===== src/rtl/mem_arb_pkg.sv =====
// Shared constants, state encoding and index helpers for mem_arbiter.
package mem_arb_pkg;

   localparam int unsigned DEF_ADDR_W = 16;
   localparam int unsigned DEF_DATA_W = 8;
   localparam int unsigned MAX_NREQ   = 8;

   typedef enum logic [0:0] {
      ARB_FREE,
      ARB_LOCKED
   } arb_state_e;

   // Index reached by stepping 'off' places from 'base' in a ring of 'n' slots.
   // Callers keep base < n and off < n, so one subtraction is enough.
   function automatic int unsigned wrap_idx(input int unsigned base,
                                            input int unsigned off,
                                            input int unsigned n);
      int unsigned sum;
      sum = base + off;
      return (sum >= n) ? (sum - n) : sum;
   endfunction

endpackage


===== src/rtl/mem_arbiter_rr_pick.sv =====
// Combinational round-robin picker: first asserted request at or after i_ptr wins.
module mem_arbiter_rr_pick
   import mem_arb_pkg::*;
#(
   parameter int unsigned NREQ  = 2,
   parameter int unsigned PTR_W = $clog2(NREQ)
) (
   input  logic [NREQ-1:0]  i_req,
   input  logic [PTR_W-1:0] i_ptr,
   output logic [NREQ-1:0]  o_gnt,
   output logic [PTR_W-1:0] o_idx,
   output logic             o_valid
);

   // Scan from the pointer, wrapping, and stop at the first hit.
   always_comb begin
      o_gnt   = '0;
      o_idx   = '0;
      o_valid = 1'b0;
      for (int unsigned k = 0; k < NREQ; k++) begin
         if (!o_valid && i_req[wrap_idx(int'(i_ptr), k, NREQ)]) begin
            o_valid = 1'b1;
            o_gnt[wrap_idx(int'(i_ptr), k, NREQ)] = 1'b1;
            o_idx = PTR_W'(wrap_idx(int'(i_ptr), k, NREQ));
         end
      end
   end

endmodule


===== src/rtl/mem_arbiter.sv =====
// Round-robin arbiter sharing one single-port, 1-cycle-read memory among NREQ clients.
// Optional MEM_ARB_LOCK_EN adds a per-requester lock input that pins the grant to
// one requester for atomic read-modify-write sequences.
module mem_arbiter
   import mem_arb_pkg::*;
#(
   parameter int unsigned NREQ   = 2,
   parameter int unsigned ADDR_W = DEF_ADDR_W,
   parameter int unsigned DATA_W = DEF_DATA_W
) (
   input  logic                   i_clk,
   input  logic                   i_rst,
   input  logic [NREQ-1:0]        i_req,
   input  logic [NREQ-1:0]        i_req_we,
   input  logic [NREQ*ADDR_W-1:0] i_req_addr,
   input  logic [NREQ*DATA_W-1:0] i_req_wdata,
`ifdef MEM_ARB_LOCK_EN
   input  logic [NREQ-1:0]        i_lock,
`endif
   output logic [NREQ-1:0]        o_gnt,
   output logic [NREQ-1:0]        o_rvalid,
   output logic [DATA_W-1:0]      o_rdata,
   output logic [ADDR_W-1:0]      o_mem_addr,
   output logic [DATA_W-1:0]      o_mem_data_in,
   output logic                   o_mem_we,
   output logic                   o_mem_re,
   input  logic [DATA_W-1:0]      i_mem_data_out
);

   localparam int unsigned PTR_W = $clog2(NREQ);

   if (NREQ < 2 || NREQ > MAX_NREQ) begin : g_bad_nreq
      $error("mem_arbiter: NREQ must be in 2..%0d", MAX_NREQ);
   end

   logic [PTR_W-1:0] r_ptr;
   logic [NREQ-1:0]  r_rd_owner;

   logic [NREQ-1:0]  w_req_eff;
   logic [NREQ-1:0]  w_pick_gnt;
   logic [PTR_W-1:0] w_idx;
   logic             w_pick_valid;
   logic             w_grant;
   logic [PTR_W-1:0] w_ptr_next;

`ifdef MEM_ARB_LOCK_EN
   arb_state_e       r_state;
   logic [PTR_W-1:0] r_lock_idx;

   // While locked only the lock owner can win; others are masked out.
   always_comb begin
      w_req_eff = i_req;
      if (r_state == ARB_LOCKED) begin
         w_req_eff = i_req & (NREQ'(1) << r_lock_idx);
      end
   end
`else
   assign w_req_eff = i_req;
`endif

   mem_arbiter_rr_pick #(
      .NREQ  (NREQ),
      .PTR_W (PTR_W)
   ) u_rr_pick (
      .i_req   (w_req_eff),
      .i_ptr   (r_ptr),
      .o_gnt   (w_pick_gnt),
      .o_idx   (w_idx),
      .o_valid (w_pick_valid)
   );

   assign w_grant    = w_pick_valid && !i_rst;
   assign w_ptr_next = PTR_W'(wrap_idx(int'(w_idx), 1, NREQ));

   // Memory command straight from the winner; idle drives zeros.
   always_comb begin
      o_gnt         = '0;
      o_mem_addr    = '0;
      o_mem_data_in = '0;
      o_mem_we      = 1'b0;
      o_mem_re      = 1'b0;
      if (w_grant) begin
         o_gnt      = w_pick_gnt;
         o_mem_addr = i_req_addr[int'(w_idx)*ADDR_W +: ADDR_W];
         if (i_req_we[w_idx]) begin
            o_mem_we      = 1'b1;
            o_mem_data_in = i_req_wdata[int'(w_idx)*DATA_W +: DATA_W];
         end else begin
            o_mem_re = 1'b1;
         end
      end
   end

   // Reset masks rvalid immediately so an in-flight read is dropped the same cycle.
   assign o_rvalid = i_rst ? '0 : r_rd_owner;
   assign o_rdata  = i_mem_data_out;

   // Pointer, lock state and read-owner tag updates.
   always_ff @(posedge i_clk) begin
      if (i_rst) begin
         r_ptr      <= '0;
         r_rd_owner <= '0;
`ifdef MEM_ARB_LOCK_EN
         r_state    <= ARB_FREE;
         r_lock_idx <= '0;
`endif
      end else begin
         r_rd_owner <= o_mem_re ? (o_gnt & ~i_req_we) : '0;
`ifdef MEM_ARB_LOCK_EN
         case (r_state)
            ARB_FREE: begin
               if (w_grant) begin
                  r_ptr <= w_ptr_next;
                  if (i_lock[w_idx]) begin
                     r_state    <= ARB_LOCKED;
                     r_lock_idx <= w_idx;
                  end
               end
            end
            ARB_LOCKED: begin
               // Pointer stays frozen until the owner releases the lock.
               if (!i_lock[r_lock_idx]) begin
                  r_state <= ARB_FREE;
                  r_ptr   <= PTR_W'(wrap_idx(int'(r_lock_idx), 1, NREQ));
               end
            end
            default: r_state <= ARB_FREE;
         endcase
`else
         if (w_grant) begin
            r_ptr <= w_ptr_next;
         end
`endif
      end
   end

endmodule


===== config.mk =====
export PLATFORM = sky130hd
export DESIGN_NAME = mem_arbiter
export DESIGN_NICKNAME = d
export VERILOG_FILES = /design/src/rtl/mem_arb_pkg.sv /design/src/rtl/mem_arbiter_rr_pick.sv /design/src/rtl/mem_arbiter.sv
export SDC_FILE = /design/constraint.sdc
export NUM_CORES = 1
export LEC_CHECK = 0
export BUFFER_PORTS_ARGS = -buffer_cell sky130_fd_sc_hd__buf_2
export CAP_MARGIN = 20
export CORE_ASPECT_RATIO = 0.9
export CORE_MARGIN = 1
export CORE_UTILIZATION = 32
export CTS_CLUSTER_DIAMETER = 120
export DETAILED_ROUTE_END_ITERATION = 12
export HOLD_SLACK_MARGIN = 0.08
export PLACE_DENSITY_LB_ADDON = 0.08
export SYNTH_ARGS = -nofsm -noshare
export SYNTH_HDL_FRONTEND = slang
export SYNTH_SLANG_ARGS = --single-unit

===== constraint.sdc =====
create_clock -name i_clk -period 2.3 [get_ports i_clk]
set_input_delay 0.46 -clock i_clk [delete_from_list [all_inputs] [get_ports i_clk]]
set_output_delay 0.46 -clock i_clk [all_outputs]
set_load 0.1 [all_outputs]

# Word level (Yosys, flattened, before mapping)
# Index checks and enable logic that the tools add are counted.
# classes
add_sub_neg	5
shift	2
order_cmp	8
n_mul	0
bitwise_logic	4
mux	28
eq_ne	0
n_reduce_logical	7
n_div	0
# op_table
op	n
32-bit by 1-bit >= comparator with 1-bit output, second input constant	2
32-bit by 2-bit < comparator with 1-bit output, second input constant	2
32-bit 2-to-1 mux	2
32-bit by 2-bit >= comparator with 1-bit output, second input constant	1
32-bit by 6-bit variable part select with 16-bit output	1
32-bit by 2-bit subtractor with 32-bit output, second input constant	1
1-bit 2-to-1 mux	17
16-bit 2-to-1 mux	1
8-bit 2-to-1 mux	2
16-bit by 5-bit variable part select with 8-bit output	1
2-bit 2-to-1 mux	4
1-bit by 1-bit adder with 2-bit output, second input constant	2
1-bit logical AND	4
1-bit by 2-bit subtractor with 3-bit output, second input constant	1
2-bit AND	1
1-bit demux with 1-bit select	2
1-bit by 2-bit >= comparator with 1-bit output, second input constant	1
2-bit >= comparator, second input constant	1
1-bit zero test	2
1-bit by 2-bit < comparator with 1-bit output, second input constant	1
2-bit inverter	1
2-bit bitwise OR	1
2-bit OR reduction	1
1-bit inverter	1
1-bit subtractor, second input constant	1
# word_totals
output_inout_bits	38
rom_bits	0
ram_bits	0
ff_bits	3
elab_cells	56
n_memories	0
latchBits	0
input_bits	62

# Depth between registers and ports, before layout
# Gate-level depths: netlist of the first run.
# depth
depth_word	14
mapped_depth	5
depth_no_buf	3

# Modules after synthesis
# From an unflattened synthesis of the first run, not the netlist that was laid out.
# hier_totals
hier_cells	85
hier_area_um2	646.9
# modules_own_cells
mod	instances	cells_each	seq_area_each_um2	area_each_um2
mem_arbiter	1	80	60.1	614.3
mem_arbiter_rr_pick	1	5	0.0	32.5

# Least setup slack after synthesis of the first run
# No wires, ideal clock.
# synth_path
path_type	input -> output
from	in i_req[1]
to	out o_mem_data_in[0]
cell_stages	4
path_buffers	1
arrival_time_ns	3.175
path_slack_ns	-1.335
t_required_ns	1.840
path_cell_list	inv_1 clkbuf_1 o21ai_1 a211oi_1
# synth_between
elab_chain_len	10
word_cells_on_any_way	16
cone_classes	shift (1); mux (12); reduce/logical (3)
# synth_lines
element	line_no	source
start, declared	mem_arbiter.sv:13	input logic [NREQ-1:0] i_req,
parallel branches: the longest is 9 deep, another holds 16-bit by 5-bit variable part select with 8-bit output	n/a	
8-bit 2-to-1 mux (*)	mem_arbiter.sv:82	if (w_grant) begin
end, declared	mem_arbiter.sv:24	output logic [DATA_W-1:0] o_mem_data_in,
# Mark *: on every way between the ends. The select of a mux whose other input is x is not followed.

# Final worst setup path of the first run
# layout_path
from	reg r_ptr
to	out o_mem_data_in[5]
# layout_between
elab_chain_len	12
word_cells_on_any_way	23
cone_classes	add/sub (3); order compare (2); shift (1); mux (14); reduce/logical (3)
# layout_lines
element	line_no	source
start, declared	mem_arbiter.sv:36	logic [PTR_W-1:0] r_ptr;
start signal, assigned	mem_arbiter.sv:131	r_ptr <= w_ptr_next;
parallel branches: the longest is 11 deep, another holds 32-bit by 2-bit subtractor with 32-bit output	n/a	
8-bit 2-to-1 mux (*)	mem_arbiter.sv:82	
# Marked as above.

==> results of run 1 <==
## worst max-delay path: cells and delay by family (launching register included)
family / cells / cell delay, ns
compound gates: 1 / 0.31
buf+inv: 2 / 0.45
flops: 1 / 0.37
simple gates: 2 / 0.36
## where the power goes
part	internal, mW	leakage, nW	switching, mW
registers	0.0549	0.0247	0.00166
logic	0.196	0.655	0.369
clock network	0.0651	0.0150	0.0287
total	0.316	0.694	0.399
## cell families (layout without fill, tap and decap cells)
kind of cell | count (synthesis) | count (layout)
buffers and inverters | 22 | 98
and+or+nand+nor | 38 | 38
AOI/OAI and AO/OA | 52 | 52
DFF | 3 | 3
## synthesized netlist by cell type
| cell type | count |
|---|---|
| nand3_1 | 24 |
| inv_1 | 1 |
| buf_4 | 8 |
| o21ai_1 | 2 |
| a21oi_1 | 17 |
| buf_2 | 4 |
| buf_6 | 3 |
| nand2_1 | 3 |
| a211oi_1 | 7 |
| and2_1 | 1 |
| clkbuf_2 | 1 |
| and2b_2 | 1 |
| o21bai_2 | 1 |
| nor2b_1 | 2 |
| o21ai_0 | 22 |
| nor3_1 | 2 |
| dfxtp_1 | 3 |
| nand2b_1 | 1 |
| a211oi_2 | 1 |
| nor2_1 | 4 |
| a221oi_1 | 1 |
| clkbuf_1 | 5 |
| a32oi_2 | 1 |
## registers in the layout, indices dropped and copies added, names as in the netlist
signal      flops
r_rd_owner      2
r_ptr           1
## repair_timing
item / CTS / global route
gates resized for setup: 1 / 2
setup endpoints to repair: 1 / 11
pin swaps: 0 / 0
## cell type report
class,count,area [sq um]
Inverter,1,3.754
Timing Repair Buffer,93,895.9
Tap cell,25,31.28
Sequential cell,3,60.06
Multi-Input combinational cell,90,716.9
Clock buffer,4,26.28
Fill cell,124,255.2
## stage by stage
step                setup TNS, ns  std cells  setup WS (ns)  hold WS, ns
global route                    0        216        0.02229       0.4093
finish                          0        216        0.09731       0.4190
global placement                0        212         0.1002       0.5270
detailed placement              0        212        0.07853       0.5464
CTS                             0        216        0.06568       0.4065
floorplan                  -5.706        115        -0.5657       0.5059
## final timing paths
path / endpoint / startpoint
setup / recovery: o_mem_data_in[5] / r_ptr
hold reg to reg: r_ptr / r_ptr
hold / removal: r_rd_owner[1] / i_req_we[1]
setup reg to reg: r_rd_owner[1] / r_ptr
## routing by layer
| metal | wire [um] | global-route usage [%] | up-vias |
|---|---|---|---|
| met3 | 280 | 4.290 | 10 |
| met1 | 1258 | 31.54 | 563 |
| met5 | 0 | 0 | - |
| met2 | 1825 | 55.53 | 85 |
| met4 | 88 | 13.51 | 0 |
| li1 | - | - | 567 |
==> results by group, run 1 <==
Cells and area
  • Fraction of final layout cells sized beyond drive strength 1: 65.45%
  • Most frequent standard cell in the layout excluding fill and tap cells: buf_2
  • Utilization after layout: 87.17%
  • Design area: 1734 sq um
  • Number of nets in the layout: 254
  • Growth of design area from synthesis to finish: 148.4%
  • Number of antenna repair diodes: 0
  • Leading cell types in the layout, fill and taps excluded: buf_2 (56), buf_12 (27), nand3_1 (24)

Clock tree
  • Maximum level of the CTS H-tree: 1
  • Clock tree from TritonCTS: built
  • Buffers inserted during post-CTS setup optimization: 0
  • Master cell of the clock root buffer: clkbuf_4
  • CTS max path bufs: 2
  • Clk Latency, worst-skew pair: 0.23 ns
  • Cts bufs inserted: 3
  • Clock slew at the register clock pins of the worst setup and hold paths: 0.04 ns
  • CTS Hold Buffers Added: 0
  • Clk sinks: 3

Timing
  • Tmin final: 2.203 ns
  • Achievable clock frequency: 0.4540 GHz
  • Total of endpoints with negative setup slack in the final report: 0
  • Worst Clk Skew: 0.004089 ns
  • Number of max-slew violations in the final report: 0
  • Slew @ Worst Pin: 0.4776 ns
  • Unrepaired setup endpoints after global routing: false
  • Relative slew slack: 67.83%
  • Final Hold Viols: 0
  • Share of the clock period used by the worst path: 95.77%

Global routing
  • GR Util All Layers: 28.88%
  • First-pass GRT wire length: 5133 um
  • Initial antenna violation count: 0
  • Residual overflow from global routing: 0
  • Number of global-route vias before repair: 1,182
  • Largest net degree at the start of global routing: 26

Yosys
  • Xor-xnor portion of the synthesized cell area: 0%
  • Synthesized cell area: 698.2 sq um
  • Largest family of logic cells by synthesized area: compound AO/OA/AOI/OAI gates
  • Mux contribution to synthesized area: 0%
  • Register bit count reported by yosys: 3
  • Count of cell types in the netlist: 23
  • Count of mapped cells out of synthesis: 115
  • Adder-Cell Fraction of Synth Area: 0%
  • Post-synth top area share: 17.20%
  • Cell types with the largest area share after synthesis: nand3_1 (17%), o21ai_0 (16%), a21oi_1 (12%)
  • Basic-gate share of the synthesized area counting and, or, nand and nor cells: 27.24%
  • Synth Warn #: 0
  • Largest area contributor in the netlist: nand3_1
  • Avg Synthesized Cell Area: 6.071 sq um
  • Sequential area share after synthesis: 8.602%
  • Net count after synthesis: 177
  • Complex-gate fraction of the synthesized area: 43.91%

Power and ir drop
  • Highest ir drop seen on vdd: 0.4200 mV
  • Pwr dens: 412.4 nW/um^2
  • Static Leakage: 0.6943 nW
  • Total power after layout: 715.2 uW

Job
  • Max Cap Viol: 0

Placement
  • Number of port buffers: 83
  • RD Place Congestion: 0.7779
  • DP Wirelength: 2613 um
  • Area after detailed placement: 1697 sq um

Setup path
  • Arrival @ worst endpoint: 1.74 ns
  • Data required time at the worst endpoint: 1.84 ns
  • Kind of end point of the critical path: output port
  • Delay of the slowest critical-path stage: 0.37 ns
  • CP max stage cell: dfxtp_1
  • Worst Setup Start Kind: flip-flop
  • CP Cell Sequence: nand2b_2 -> buf_4 -> nand3_1 -> a211oi_2 -> buf_12
  • Max Fanout on Critical Path: 16
  • Reg2reg setup slack: 1.30 ns
  • R2R cell count: 3
  • Type of the worst setup path: flip-flop to output port

Floorplan
  • Die area: 2373 sq um
  • Core region area: 1989 sq um
  • Overall die height: 46.31 um
  • Number of I/O pins: 100
  • Row cnt: 15
  • Width of the chip: 51.24 um
  • Starting Density: 35.09%

Min path
  • Count of cells along the worst hold path: 2
  • Class of the worst hold path: input pin to flip-flop

Routing
  • Vias: 1,225
  • Number of vias per cell after detailed routing: 5.671
  • Routed WL: 3452 um
  • Post-route DRC: 0
  • Per-cell routed wire length: 15.98 um
  • Antenna Nets Post-Route: 0
  • Number of DRC markers in iteration 0: 18
  • Detailed Routing Iterations Pass 1: 4

Run status
  • Status: finished, final reports clean
Power figures use the tool's default switching activity.
==> run 2: changes to the inputs <==
==> constraint.sdc (replaced) <==
create_clock -name i_clk -period 2.3 [get_ports i_clk]
set_input_delay 0.46 -clock i_clk [delete_from_list [all_inputs] [get_ports i_clk]]
set_output_delay 0.46 -clock i_clk [all_outputs]
set_load 0.05 [all_outputs]
==> run 2 against run 1 <==
Via count is 8.5% lower. Critical path type unchanged. Wire length shrank 26%. Total power fell by 38%. Core utilization fell by 31 points. Critical endpoint is now o_mem_data_in[1]. Hold slack worse by 0.029 ns. Sequential cell count is the same. Highest routed layer unchanged. Combinational power decreased by 48%. Final cell count decreased by 0.46%. Clock skew shrank 0.0017 ns. Sequential share of layout area grew 1.9 points.
==> results by group, run 2 (synthesis gave the netlist of run 1 again) <==
Power and ir drop
  • Highest ir drop seen on vdd: 0.2378 mV (was 0.4200 mV)
  • Static Leakage: 0.5785 nW (was 0.6943 nW)
  • Total power after layout: 442.6 uW (was 715.2 uW)
  • Pwr dens: 396.5 nW/um^2 (was 412.4 nW/um^2)

Floorplan
  • Core region area: 1989 sq um (unchanged)
  • Number of I/O pins: 100 (unchanged)
  • Overall die height: 46.31 um (unchanged)
  • Width of the chip: 51.24 um (unchanged)
  • Die area: 2373 sq um (unchanged)
  • Starting Density: 35.09% (unchanged)
  • Row cnt: 15 (unchanged)

Clock tree
  • CTS Hold Buffers Added: 0 (unchanged)
  • Clk Latency, worst-skew pair: 0.24 ns (was 0.23 ns)
  • Clock tree from TritonCTS: built (unchanged)
  • Clk sinks: 3 (unchanged)
  • Cts bufs inserted: 3 (unchanged)
  • Clock slew at the register clock pins of the worst setup and hold paths: 0.04 ns (about the same)
  • Master cell of the clock root buffer: clkbuf_4 (unchanged)
  • Buffers inserted during post-CTS setup optimization: 0 (unchanged)
  • Maximum level of the CTS H-tree: 1 (unchanged)
  • CTS max path bufs: 2 (unchanged)

Global routing
  • Residual overflow from global routing: 0 (unchanged)
  • First-pass GRT wire length: 3691 um (was 5133 um)
  • Initial antenna violation count: 0 (unchanged)
  • Number of global-route vias before repair: 903 (was 1,182)
  • Largest net degree at the start of global routing: 26 (unchanged)
  • GR Util All Layers: 20.31% (was 28.88%)

Timing
  • Slew @ Worst Pin: 0.3667 ns (was 0.4776 ns)
  • Final Hold Viols: 0 (unchanged)
  • Total of endpoints with negative setup slack in the final report: 0 (unchanged)
  • Worst Clk Skew: 0.002436 ns (was 0.004089 ns)
  • Achievable clock frequency: 0.4607 GHz (was 0.4540 GHz)
  • Worst hold slack after final layout: 0.3903 ns (was 0.4190 ns)
  • Unrepaired setup endpoints after global routing: false (unchanged)
  • Relative slew slack: 75.55% (was 67.83%)
  • Share of the clock period used by the worst path: 94.38% (was 95.77%)
  • Number of max-slew violations in the final report: 0 (unchanged)
  • Final setup margin: 0.1293 ns (was 0.09731 ns)
  • Tmin final: 2.171 ns (was 2.203 ns)

Cells and area
  • Growth of design area from synthesis to finish: 59.86% (was 148.4%)
  • Number of nets in the layout: 253 (was 254)
  • Combined area of the multi-input logic cells: 509.2 sq um (was 716.9 sq um)
  • Most frequent standard cell in the layout excluding fill and tap cells: buf_2 (unchanged)
  • Max FFs per register: 2 (unchanged)
  • Leading cell types in the layout, fill and taps excluded: buf_2 (82), nand3_1 (24), o21ai_0 (22) (was buf_2 (56), buf_12 (27), nand3_1 (24))
  • Number of antenna repair diodes: 0 (unchanged)
  • Register ranked first by flip-flop count: r_rd_owner (unchanged)
  • Utilization after layout: 56.10% (was 87.17%)
  • Flip-flop and latch area: 60.06 sq um (unchanged)
  • Regs by FF count: r_rd_owner: 2 flops, r_ptr: 1 flops (unchanged)
  • Fraction of final layout cells sized beyond drive strength 1: 53.68% (was 65.45%)
  • Fill cells: 216 (was 124)
  • Final Non-Filler Cells: 215 (was 216)

Setup path
  • Kind of end point of the critical path: output port (unchanged)
  • CP max stage cell: and2b_2 (was dfxtp_1)
  • Type of the worst setup path: flip-flop to output port (unchanged)
  • Data required time at the worst endpoint: 1.84 ns (about the same)
  • Sum of buffers and inverters on the critical path: 1 (was 2)
  • Max Fanout on Critical Path: 25 (was 16)
  • Arrival @ worst endpoint: 1.71 ns (was 1.74 ns)
  • Worst Setup Start Kind: flip-flop (unchanged)
  • Critical path's top delay family: simple AND/OR/NAND/NOR gates (was buffers and inverters)
  • CP Cell Sequence: and2b_2 -> o21ai_0 -> a211oi_1 -> buf_2 (was nand2b_2 -> buf_4 -> nand3_1 -> a211oi_2 -> buf_12)
  • Delay of the slowest critical-path stage: 0.45 ns (was 0.37 ns)

Routing
  • Vias: 1,121 (was 1,225)
  • Post-route DRC: 0 (unchanged)
  • Number of DRC markers in iteration 0: 25 (was 18)
  • Detailed Routing Iterations Pass 1: 4 (unchanged)
  • Antenna Nets Post-Route: 0 (unchanged)
  • Per-cell routed wire length: 11.83 um (was 15.98 um)
  • Number of vias per cell after detailed routing: 5.214 (was 5.671)
  • Routed WL: 2543 um (was 3452 um)

Job
  • Max Cap Viol: 0 (unchanged)

Placement
  • Cell count after placement: 211 (was 212)
  • Number of port buffers: 83 (unchanged)
  • Worst slack at placement: 0.1563 ns (was 0.07853 ns)
  • RD Place Congestion: 0.7460 (was 0.7779)
  • DP Wirelength: 1970 um (was 2613 um)

Run status
  • Status: finished, final reports clean (unchanged)

Min path
  • Class of the worst hold path: input pin to flip-flop (unchanged)
==> run 2: area by class of cell <==
type / instances / share of cell area [%]
sequential: 3 / 5.381
tap: 25 / 2.803
timing repair buffer: 92 / 43.50
clock buffer: 4 / 2.354
multi-input combinational: 90 / 45.63
inverter: 1 / 0.3363
==> run 2: power by group <==
part           switching [mW]  internal [mW]  total (mW)
Combinational           0.198         0.0934       0.291
Sequential            0.00120         0.0549      0.0561
Clock                  0.0299         0.0652      0.0951
Total                   0.229          0.214       0.443
==> run 2: worst paths after layout <==
check / startpoint / endpoint / slack (ns) / cells after the start
worst min-delay path: i_req_we[1] / r_rd_owner[1] / 0.39 / 2
worst max register to register: r_ptr / r_ptr / 1.27 / 3
worst min register to register: r_ptr / r_ptr / 0.53 / 2
worst max-delay path: r_ptr / o_mem_data_in[1] / 0.13 / 4
==> run 2: metrics by stage <==
| step | setup TNS (ns) | area, sq um |
|---|---|---|
| 6_report | 0 | 1116 |
| 5_1_grt | 0 | 1116 |
| 4_1_cts | 0 | 1111 |
| 3_5_place_dp | 0 | 1085 |
| 3_3_place_gp | 0 | 1085 |
| 2_1_floorplan | -1.584 | 708.2 |
==> run 2: repair_timing <==
action / in CTS / in global routing
resized for setup: 0 / 2
setup endpoints to repair: 0 / 1
endpoints found under the hold margin: 0 / 0
==> run 2: layer usage <==
layer,GRT usage (%),share of wire (%),up-vias
met3,4.290,10,4
met4,5.405,0.63,0
li1,-,-,566
met5,0,0,-
met1,25.48,43,475
met2,35.53,46,76
